===== src/rtl/prog_clk_divider.sv =====
// Runtime-programmable integer clock divider. Ratio changes are handshaked and
// take effect only at a period boundary. Odd ratios can get 50% duty via a negedge copy.
module prog_clk_divider #(
    parameter int CNT_W       = 8,
    parameter int DEFAULT_DIV = 10,
    parameter int ODD_BALANCE = 1
) (
    input  logic             clk_in,
    input  logic             rst,
    input  logic             en,
    input  logic [CNT_W-1:0] div_in,
    input  logic             div_valid,
    output logic             div_ready,
    output logic             clk_out,
    output logic             tick,
    output logic [CNT_W-1:0] cur_div
);

    localparam logic [CNT_W-1:0] MIN_DIV   = CNT_W'(2);
    localparam logic [CNT_W-1:0] RESET_DIV = CNT_W'(DEFAULT_DIV);

    logic [CNT_W-1:0] cnt_q, cnt_d;
    logic [CNT_W-1:0] cur_div_q, cur_div_d;
    logic [CNT_W-1:0] pending_q, pending_d;
    logic             pending_vld_q, pending_vld_d;
    logic             q_pos_q, q_pos_d;
    logic             q_neg_q;
    logic             tick_q, tick_d;

    logic [CNT_W-1:0] half;
    logic             last;
    logic             accept;
    logic             apply;
    logic             odd_sel;

    always_comb begin
        half          = cur_div_q >> 1;
        last          = (cnt_q == cur_div_q - CNT_W'(1));
        accept        = div_valid && !pending_vld_q;

        cnt_d         = cnt_q;
        cur_div_d     = cur_div_q;
        pending_d     = pending_q;
        pending_vld_d = pending_vld_q;
        q_pos_d       = q_pos_q;
        tick_d        = tick_q;
        apply         = 1'b0;

        if (en) begin
            q_pos_d = (cnt_q < half);
            tick_d  = (cnt_q == '0);
            cnt_d   = last ? '0 : cnt_q + CNT_W'(1);
            apply   = last && pending_vld_q;
        end else begin
            cnt_d   = '0;
            q_pos_d = 1'b0;
            tick_d  = 1'b0;
            apply   = pending_vld_q;
        end

        if (apply) begin
            cur_div_d     = pending_q;
            pending_vld_d = 1'b0;
        end

        // accept requires an empty slot, so it never coincides with apply;
        // a request taken on a boundary edge therefore waits for the next boundary
        if (accept) begin
            pending_d     = (div_in < MIN_DIV) ? MIN_DIV : div_in;
            pending_vld_d = 1'b1;
        end
    end

    always_ff @(posedge clk_in or posedge rst) begin
        if (rst) begin
            cnt_q         <= '0;
            cur_div_q     <= RESET_DIV;
            pending_q     <= '0;
            pending_vld_q <= 1'b0;
            q_pos_q       <= 1'b0;
            tick_q        <= 1'b0;
        end else begin
            cnt_q         <= cnt_d;
            cur_div_q     <= cur_div_d;
            pending_q     <= pending_d;
            pending_vld_q <= pending_vld_d;
            q_pos_q       <= q_pos_d;
            tick_q        <= tick_d;
        end
    end

    always_ff @(negedge clk_in or posedge rst) begin
        if (rst) begin
            q_neg_q <= 1'b0;
        end else begin
            q_neg_q <= q_pos_q;
        end
    end

    // q_pos and q_neg change on opposite edges, so the OR cannot glitch
    assign odd_sel   = (ODD_BALANCE != 0) && cur_div_q[0];
    assign clk_out   = odd_sel ? (q_pos_q | q_neg_q) : q_pos_q;
    assign tick      = tick_q;
    assign cur_div   = cur_div_q;
    assign div_ready = !pending_vld_q;

endmodule


===== config.mk =====
export PLATFORM = sky130hd
export DESIGN_NAME = prog_clk_divider
export DESIGN_NICKNAME = d
export VERILOG_FILES = /design/src/rtl/prog_clk_divider.sv
export SDC_FILE = /design/constraint.sdc
export NUM_CORES = 1
export LEC_CHECK = 0
export CAP_MARGIN = 20
export CORE_MARGIN = 5
export CORE_UTILIZATION = 30
export CTS_CLUSTER_DIAMETER = 200
export DETAILED_ROUTE_END_ITERATION = 16
export GPL_TIMING_DRIVEN = 0
export HOLD_SLACK_MARGIN = 0.05
export PLACE_DENSITY = 0.49
export RECOVER_POWER = 100
export SYNTH_ARGS = -nofsm -noshare
export SYNTH_HDL_FRONTEND = slang
export SYNTH_SLANG_ARGS = --single-unit

===== constraint.sdc =====
create_clock -name clk_in -period 2.3 [get_ports clk_in]
set_input_delay 0.46 -clock clk_in [delete_from_list [all_inputs] [get_ports clk_in]]
set_output_delay 0.46 -clock clk_in [all_outputs]
set_load 0.005 [all_outputs]

[Word level (Yosys, flattened, before mapping)]
Cells that the tools add are included.
Cells by class
  multiplexer cells: 9
  $add $sub $neg: 2
  magnitude comparators: 2
  equality and inequality tests: 1
  reductions and logical operators: 5
  bitwise logic cells: 1
Operator list (number)
  8-bit two-way mux: 3
  8-bit by 1-bit adder with 8-bit output (second input constant): 1
  8-bit equality test: 1
  8-bit zero test: 1
  8-bit by 2-bit < comparator with 1-bit output (second input constant): 1
  8-bit by 7-bit < comparator with 1-bit output: 1
  8-bit by 1-bit subtractor with 8-bit output (second input constant): 1
  1-bit two-way mux: 6
  1-bit logical AND: 2
  2-bit nonzero test: 1
  1-bit zero test: 1
  1-bit OR: 1
Storage, ports and cells
  register bits: 28

[Longest topological paths before layout]
Gate-level depths: netlist of the first run.
  depth after elaboration: 6
  gate-level depth with buffers: 10
  mapped depth without buffers: 8

==> results.sh, run 1 <==
export IMPL_outcome="finished with violations"
export IMPL_violations="negative setup slack"
export IMPL_critPathArrivalTime_ps=2020
export IMPL_wl_per_cell_um=13.5
export IMPL_insertion_delay_ps=280
export IMPL_root_buffer="clkbuf_8"
export IMPL_hold_viol_final=0
export IMPL_place_gp_congestion=0.777
export IMPL_final_util_pct=39.8
export IMPL_ant_nets=0
export IMPL_p_clk_share_pct=14.9
export IMPL_yosysUniqueCellTypes=39
export IMPL_synth_edf_count=0
export IMPL_diodes=0
export IMPL_start_kind="flop"
export IMPL_synth_area_um2=1600
export IMPL_antenna_found_initial=0
export IMPL_ys_async_sr_fraction_pct=100
export IMPL_first_pass_iters=4
export IMPL_grt_use_total_pct=10.2
export IMPL_dieWidth_um=83.0
export IMPL_first_global_vias=1229
export IMPL_slew_viol_final=0
export IMPL_power_density_nw_per_um2=1280
export IMPL_synth_common_cells="dfrtp_1 (25), inv_1 (16), nor2_1 (14)"
export IMPL_peakVddDrop_mv=0.468
export IMPL_cts_htree_levels=1
export IMPL_required_ps=1840
export IMPL_area_growth_pct=27.9
export IMPL_finalSetupViolCount=1
export IMPL_ios=23
export IMPL_cts_tree="built"
export IMPL_synth_top_area_share_pct=39.1
export IMPL_combPwrFrac_pct=49.8
export IMPL_syn_nets=170
export IMPL_nets=200
export IMPL_clockBufferDepth=2
export IMPL_dieArea_um2=6890
export IMPL_route_vias_total=1155
export IMPL_overflow=0
export IMPL_skew_ps=8.83
export IMPL_pwr_share_seq_pct=35.3
export IMPL_rsz0062_at_grt="true"
export IMPL_ctsHoldBuffers=0
export IMPL_clkTransAtPathRegs_ps=100
export IMPL_avgSynthCellArea_um2=10.7
export IMPL_wirelength_um=3350
export IMPL_placementRows=26
export IMPL_final_critical_path_setup_slack_ps=-176
export IMPL_cts_buffers=3
export IMPL_cts_sinks=28
export IMPL_io_buffers=22
export IMPL_crit_type="reg2out"
export IMPL_cp_max_fo=1
export IMPL_first_iter_violations=64
export IMPL_ys_flop_type="dfrtp_1"
export IMPL_yosys_top_cells_area="dfrtp_1 (39%), ha_1 (7.0%), mux2_4 (5.6%)"
export IMPL_end_kind="primary output"
export IMPL_synthCells=149
export IMPL_synth_most_common_cell="dfrtp_1"
export IMPL_grt_pass1_wl_um=5850
export IMPL_vias_per_cell=4.66
export IMPL_hold_path_class="reg2reg"
export IMPL_seq_area_frac_synth_pct=43.9
export IMPL_p_switching_uw=941
export IMPL_start_util_pct=31.1
export IMPL_grt_max_degree=29
export IMPL_cap_violations=0
export IMPL_leakage_uw=0.000939
export IMPL_p_int_uw=1670
export IMPL_post_dp_hpwl_um=2520
export IMPL_slew_headroom_pct=57.9
export IMPL_place_ws_ps=-597
export IMPL_drc_errors=0
export IMPL_yosys_warnings=0
export IMPL_drive_gt1_share_pct=17.4
export IMPL_worst_pin_slew_ps=630
export IMPL_ys_ff_latch=28
export IMPL_swShare_pct=36.0
export IMPL_yosysTopAreaCell="dfrtp_1"
export IMPL_die_h_um=83.0
export IMPL_core_um2=5140
-- what timing repair did --
action	in CTS	in global routing
cloned	0	0
pin swaps	5	2
resized for setup	10	2
buffers inserted	2	2
endpoints found under the setup margin	19	16
-- registers in the layout, indices dropped and copies added, names as in the netlist --
signal,cells
pending_vld_q,1
cnt_q,8
pending_q,8
q_neg_q,1
tick,1
q_pos_q,1
cur_div,8
-- stage by stage --
| step | TNS [ps] | hold WS, ps | std cells | area (um2) | total power, uW |
|---|---|---|---|---|---|
| 6_report | -176 | 523 | 248 | 2050 | 2610 |
| 5_1_grt | -400 | 537 | 248 | 2050 | 2830 |
| 4_1_cts | -191 | 522 | 246 | 2010 | 2600 |
| 3_5_place_dp | -2880 | 493 | 241 | 1910 | 2130 |
| 3_3_place_gp | -2510 | 491 | 241 | 1910 | 2110 |
| 2_1_floorplan | 0 | 477 | 149 | 1600 | 1720 |
-- cell type report --
type	count	area (um2)
clock buffers	3	41.3
plain buffers	4	18.8
clock inverters	1	30.0
multi-input cells	100	843
well taps	70	87.6
inverters	16	63.8
repair buffers	26	258
fillers	545	3090
flip-flops and latches	28	704
-- logic make-up after synthesis --
kind of cell               count (synthesis)  synth area share (%)
AOI/OAI and AO/OA                         22                  10.9
adders and majority gates                  9                  7.04
and+or+nand+nor                           39                  13.5
muxes                                     12                  9.77
xor gates and xnor gates                  18                  9.85
buffers and inverters                     21                  5.00
DFF                                       28                  43.9
-- layout by cell type (no fill, tap or decap), types with 3 or more instances in the layout --
cell	n
mux2_4	6
xnor2_1	10
dfrtp_1	24
a21o_1	5
xor2_1	8
nand2_1	4
clkdlybuf4s50_1	17
inv_1	14
nor2_1	14
clkbuf_1	3
mux2_2	5
dlygate4sd3_1	4
clkbuf_8	3
nand3_1	5
ha_1	8
buf_4	3
-- per-layer routing --
metal  track usage, %  share of wire (%)  vias to the layer above
li1                 -                  -                      571
met1             14.2                 49                      561
met2             16.3                 47                       19
met3             1.29                2.9                        4
met4             3.71               0.84                        0
met5                0                  0                        -
-- path summary, 6_finish.rpt --
path | endpoint | depth (start not counted) | from | slack [ps]
max | clk_out | 2 | q_neg_q$_DFF_NP0_ | -180
min | cur_div[4]$_DFFE_PP0P_ | 1 | pending_q[4]$_DFFE_PP0P_ | 520
max reg2reg | cur_div[5]$_DFFE_PP0P_ | 9 | cur_div[1]$_DFFE_PP1P_ | 50
min reg2reg | cur_div[4]$_DFFE_PP0P_ | 1 | pending_q[4]$_DFFE_PP0P_ | 520
max in group asynchronous | q_neg_q$_DFF_NP0_ | 2 | rst | 150
min in group asynchronous | cnt_q[5]$_DFF_PP0_ | 2 | rst | 730
-- power by group through the flow --
stage,Combinational [uW],Clock (uW),Sequential (uW)
CTS,1280,403,920
detailed placement,1200,0,937
finish,1300,389,924
floorplan,843,0,881
global route,1450,421,961
global placement,1180,0,930
-- worst max-delay path, cell delays in order, from the launching register on --
cell and delay, ps:
dfrtn_1 330, a21o_1 140, buf_2 120
No activity file was read; power rests on OpenSTA's default activity.
==> inputs of run 2 (changes only) <==
Settings changed: ABC_AREA from default to 1, CORE_UTILIZATION 30 to 49, PLACE_DENSITY 0.49 to 0.74.
==> results.sh, run 2 <==
export IMPL_p_clk_share_pct=18.4
export IMPL_hold_viol_final=0
export IMPL_drive_gt1_share_pct=12.6
export IMPL_ff2ff_setup_slack_ps=200
export IMPL_required_ps=1840
export IMPL_final_util_pct=59.6
export IMPL_yosysUniqueCellTypes=32
export IMPL_busiest_layer="met2"
export IMPL_ctsHoldBuffers=0
export IMPL_pwr_share_seq_pct=42.0
export IMPL_grt_pass1_wl_um=5330
export IMPL_violations="negative setup slack"
export IMPL_root_buffer="clkbuf_4"
export IMPL_p_int_uw=1110
export IMPL_clockBufferDepth=2
export IMPL_final_cell_mix="nand2_1 (46), dfrtp_1 (25), inv_1 (22)"
export IMPL_p_switching_uw=631
export IMPL_overflow=0
export IMPL_yosysTopAreaCell="dfrtp_1"
export IMPL_wirelength_um=3100
export IMPL_cp_max_fo=1
export IMPL_leakage_uw=0.000976
export IMPL_final_critical_path_setup_slack_ps=-256
export IMPL_avgSynthCellArea_um2=8.41
export IMPL_slew_headroom_pct=19.8
export IMPL_grt_max_degree=29
export IMPL_peakVddDrop_mv=0.447
export IMPL_nets=245
export IMPL_first_pass_iters=4
export IMPL_cts_buffers=3
export IMPL_route_vias_total=1358
export IMPL_placed_cell_area_um2=1930
export IMPL_area_growth_pct=19.0
export IMPL_finalSetupViolCount=1
export IMPL_insertion_delay_ps=330
export IMPL_synth_most_common_cell="nand2_1"
export IMPL_regToRegEndpoint="cur_div[3]$_DFFE_PP1P_"
export IMPL_cap_violations=0
export IMPL_critical_path_endpoint="clk_out"
export IMPL_critPathArrivalTime_ps=2100
export IMPL_start_kind="flop"
export IMPL_ys_async_sr_fraction_pct=100
export IMPL_ys_ff_latch=28
export IMPL_rsz0062_at_grt="true"
export IMPL_outcome="finished with violations"
export IMPL_worst_hold_slack_ps=499
export IMPL_swShare_pct=36.4
export IMPL_yosys_warnings=0
export IMPL_grt_use_total_pct=15.3
export IMPL_vias_per_cell=5.05
export IMPL_seq_area_frac_synth_pct=42.4
export IMPL_synth_edf_count=0
export IMPL_slew_viol_final=0
export IMPL_synth_area_um2=1660
export IMPL_fin_area_um2=1970
export IMPL_dieWidth_um=68.1
export IMPL_cts_setup_buffers=0
export IMPL_skew_ps=13.7
export IMPL_worst_pin_slew_ps=1200
export IMPL_dieArea_um2=4640
export IMPL_hold_path_class="reg2reg"
export IMPL_io_buffers=22
export IMPL_core_um2=3310
export IMPL_clkTransAtPathRegs_ps=140
export IMPL_cts_sinks=28
export IMPL_gr_usage_met2_pct=26.4
export IMPL_final_common_cell="nand2_1"
export IMPL_first_iter_violations=47
export IMPL_ios=23
export IMPL_synth_top_area_share_pct=37.8
export IMPL_first_global_vias=1258
export IMPL_synthCells=197
export IMPL_synth_common_cells="nand2_1 (46), dfrtp_1 (25), inv_1 (23)"
export IMPL_yosys_top_cells_area="dfrtp_1 (38%), nand2_1 (10%), ha_1 (6.8%)"
export IMPL_placementRows=21
export IMPL_timing_rr_start="cur_div[1]$_DFFE_PP1P_"
export IMPL_post_dp_hpwl_um=2480
export IMPL_wl_per_cell_um=11.5
export IMPL_cts_htree_levels=1
export IMPL_diodes=0
export IMPL_grt_use_met1_pct=19.6
export IMPL_drc_errors=0
export IMPL_power_density_nw_per_um2=881
export IMPL_grt_use_met3_pct=1.48
export IMPL_end_kind="primary output"
export IMPL_ys_flop_type="dfrtp_1"
export IMPL_rr_worst_depth=14
export IMPL_start_util_pct=50.0
export IMPL_crit_type="reg2out"
export IMPL_cp_startpoint="q_neg_q$_DFF_NP0_"
export IMPL_combPwrFrac_pct=39.5
export IMPL_die_h_um=68.1
export IMPL_ant_nets=0
export IMPL_syn_nets=218
export IMPL_cts_tree="built"
export IMPL_place_gp_congestion=0.802
export IMPL_antenna_found_initial=0
==> run 2: cell types whose count changed in the layout (fill, tap and decap cells not counted), sizes merged, moves of 3 or more <==
cell           change
a21o               -3
buf                -3
clkdlybuf4s50      -3
dlygate4sd3        +3
inv               +10
mux2               -5
nand2             +46
nand3             +15
nor2               +8
o21ai              +5
xnor2              -6
==> run 2: routing by layer <==
layer | vias up | wire, um | part of all wire (%)
met1 | 637 | 1440 | 46
li1 | 691 | - | -
met4 | 0 | 45 | 1.5
met5 | - | 0 | 0
met3 | 5 | 109 | 3.5
met2 | 25 | 1510 | 49
==> run 2: worst min path at each step <==
stage | start | end | slack [ps] | cells past startpoint
after global placement | pending_q[0]$_DFFE_PP0P_ | pending_q[0]$_DFFE_PP0P_ | 470 | 2
after CTS | cnt_q[0]$_DFF_PP0_ | cnt_q[0]$_DFF_PP0_ | 500 | 1
after floorplan | cnt_q[0]$_DFF_PP0_ | cnt_q[0]$_DFF_PP0_ | 450 | 1
after global routing | cnt_q[0]$_DFF_PP0_ | cnt_q[0]$_DFF_PP0_ | 540 | 1
after detailed placement | pending_q[1]$_DFFE_PP0P_ | pending_q[1]$_DFFE_PP0P_ | 470 | 2
final | cnt_q[0]$_DFF_PP0_ | cnt_q[0]$_DFF_PP0_ | 500 | 1
==> run 2: timing repair <==
item                       4_1_cts  5_1_grt
gates resized for setup          5        0
pin swaps                        1        0
setup endpoints to repair        2        1
==> run 2: layout make-up <==
| cell class | instances | area (um2) |
|---|---|---|
| inverters | 26 | 98.8 |
| plain buffers | 3 | 23.8 |
| well taps | 46 | 57.6 |
| repair buffers | 22 | 215 |
| multi-input cells | 140 | 821 |
| flip-flops and latches | 28 | 703 |
| clock buffers | 3 | 22.5 |
| clock inverters | 1 | 30.0 |
| fillers | 324 | 1340 |
==> run 2: cells by family after synthesis <==
kind of cell / after synthesis / share of synthesized area [%]
AO/OA/AOI/OAI: 15 / 5.44
XOR/XNOR: 10 / 5.29
adder cells (fa/ha/maj): 9 / 6.80
buffers and inverters: 29 / 7.55
flip-flops: 28 / 42.4
multiplexers: 6 / 4.08
AND/OR/NAND/NOR: 100 / 28.4
==> run 2: critical path: stages, from the launching register on <==
cell and delay (ps):
dfrtn_1 350, a21o_1 150, buf_2 120
==> run 2: per-stage QoR <==
stage / setup WS (ps) / power (uW) / setup TNS, ps / std cells
3_5_place_dp: -506 / 1470 / -802 / 265
5_1_grt: -313 / 1890 / -813 / 269
2_1_floorplan: 201 / 1200 / 0 / 197
4_1_cts: -274 / 1790 / -274 / 269
3_3_place_gp: -494 / 1450 / -758 / 265
6_report: -256 / 1740 / -256 / 269
==> run 2: power groups by stage <==
| stage | combinational, uW | sequential [uW] | clock (uW) |
|---|---|---|---|
| final | 686 | 730 | 320 |
| after global routing | 792 | 750 | 347 |
| after CTS | 720 | 739 | 328 |
| after detailed placement | 719 | 750 | 0 |
| after global placement | 701 | 745 | 0 |
| after floorplan | 478 | 718 | 0 |
==> inputs of run 3 (changes only) <==
Settings changed: HOLD_SLACK_MARGIN 0.05 to 0.15.
==> results of run 3 <==
Same layout as run 2: the final DEF is identical, and so are final timing and power.
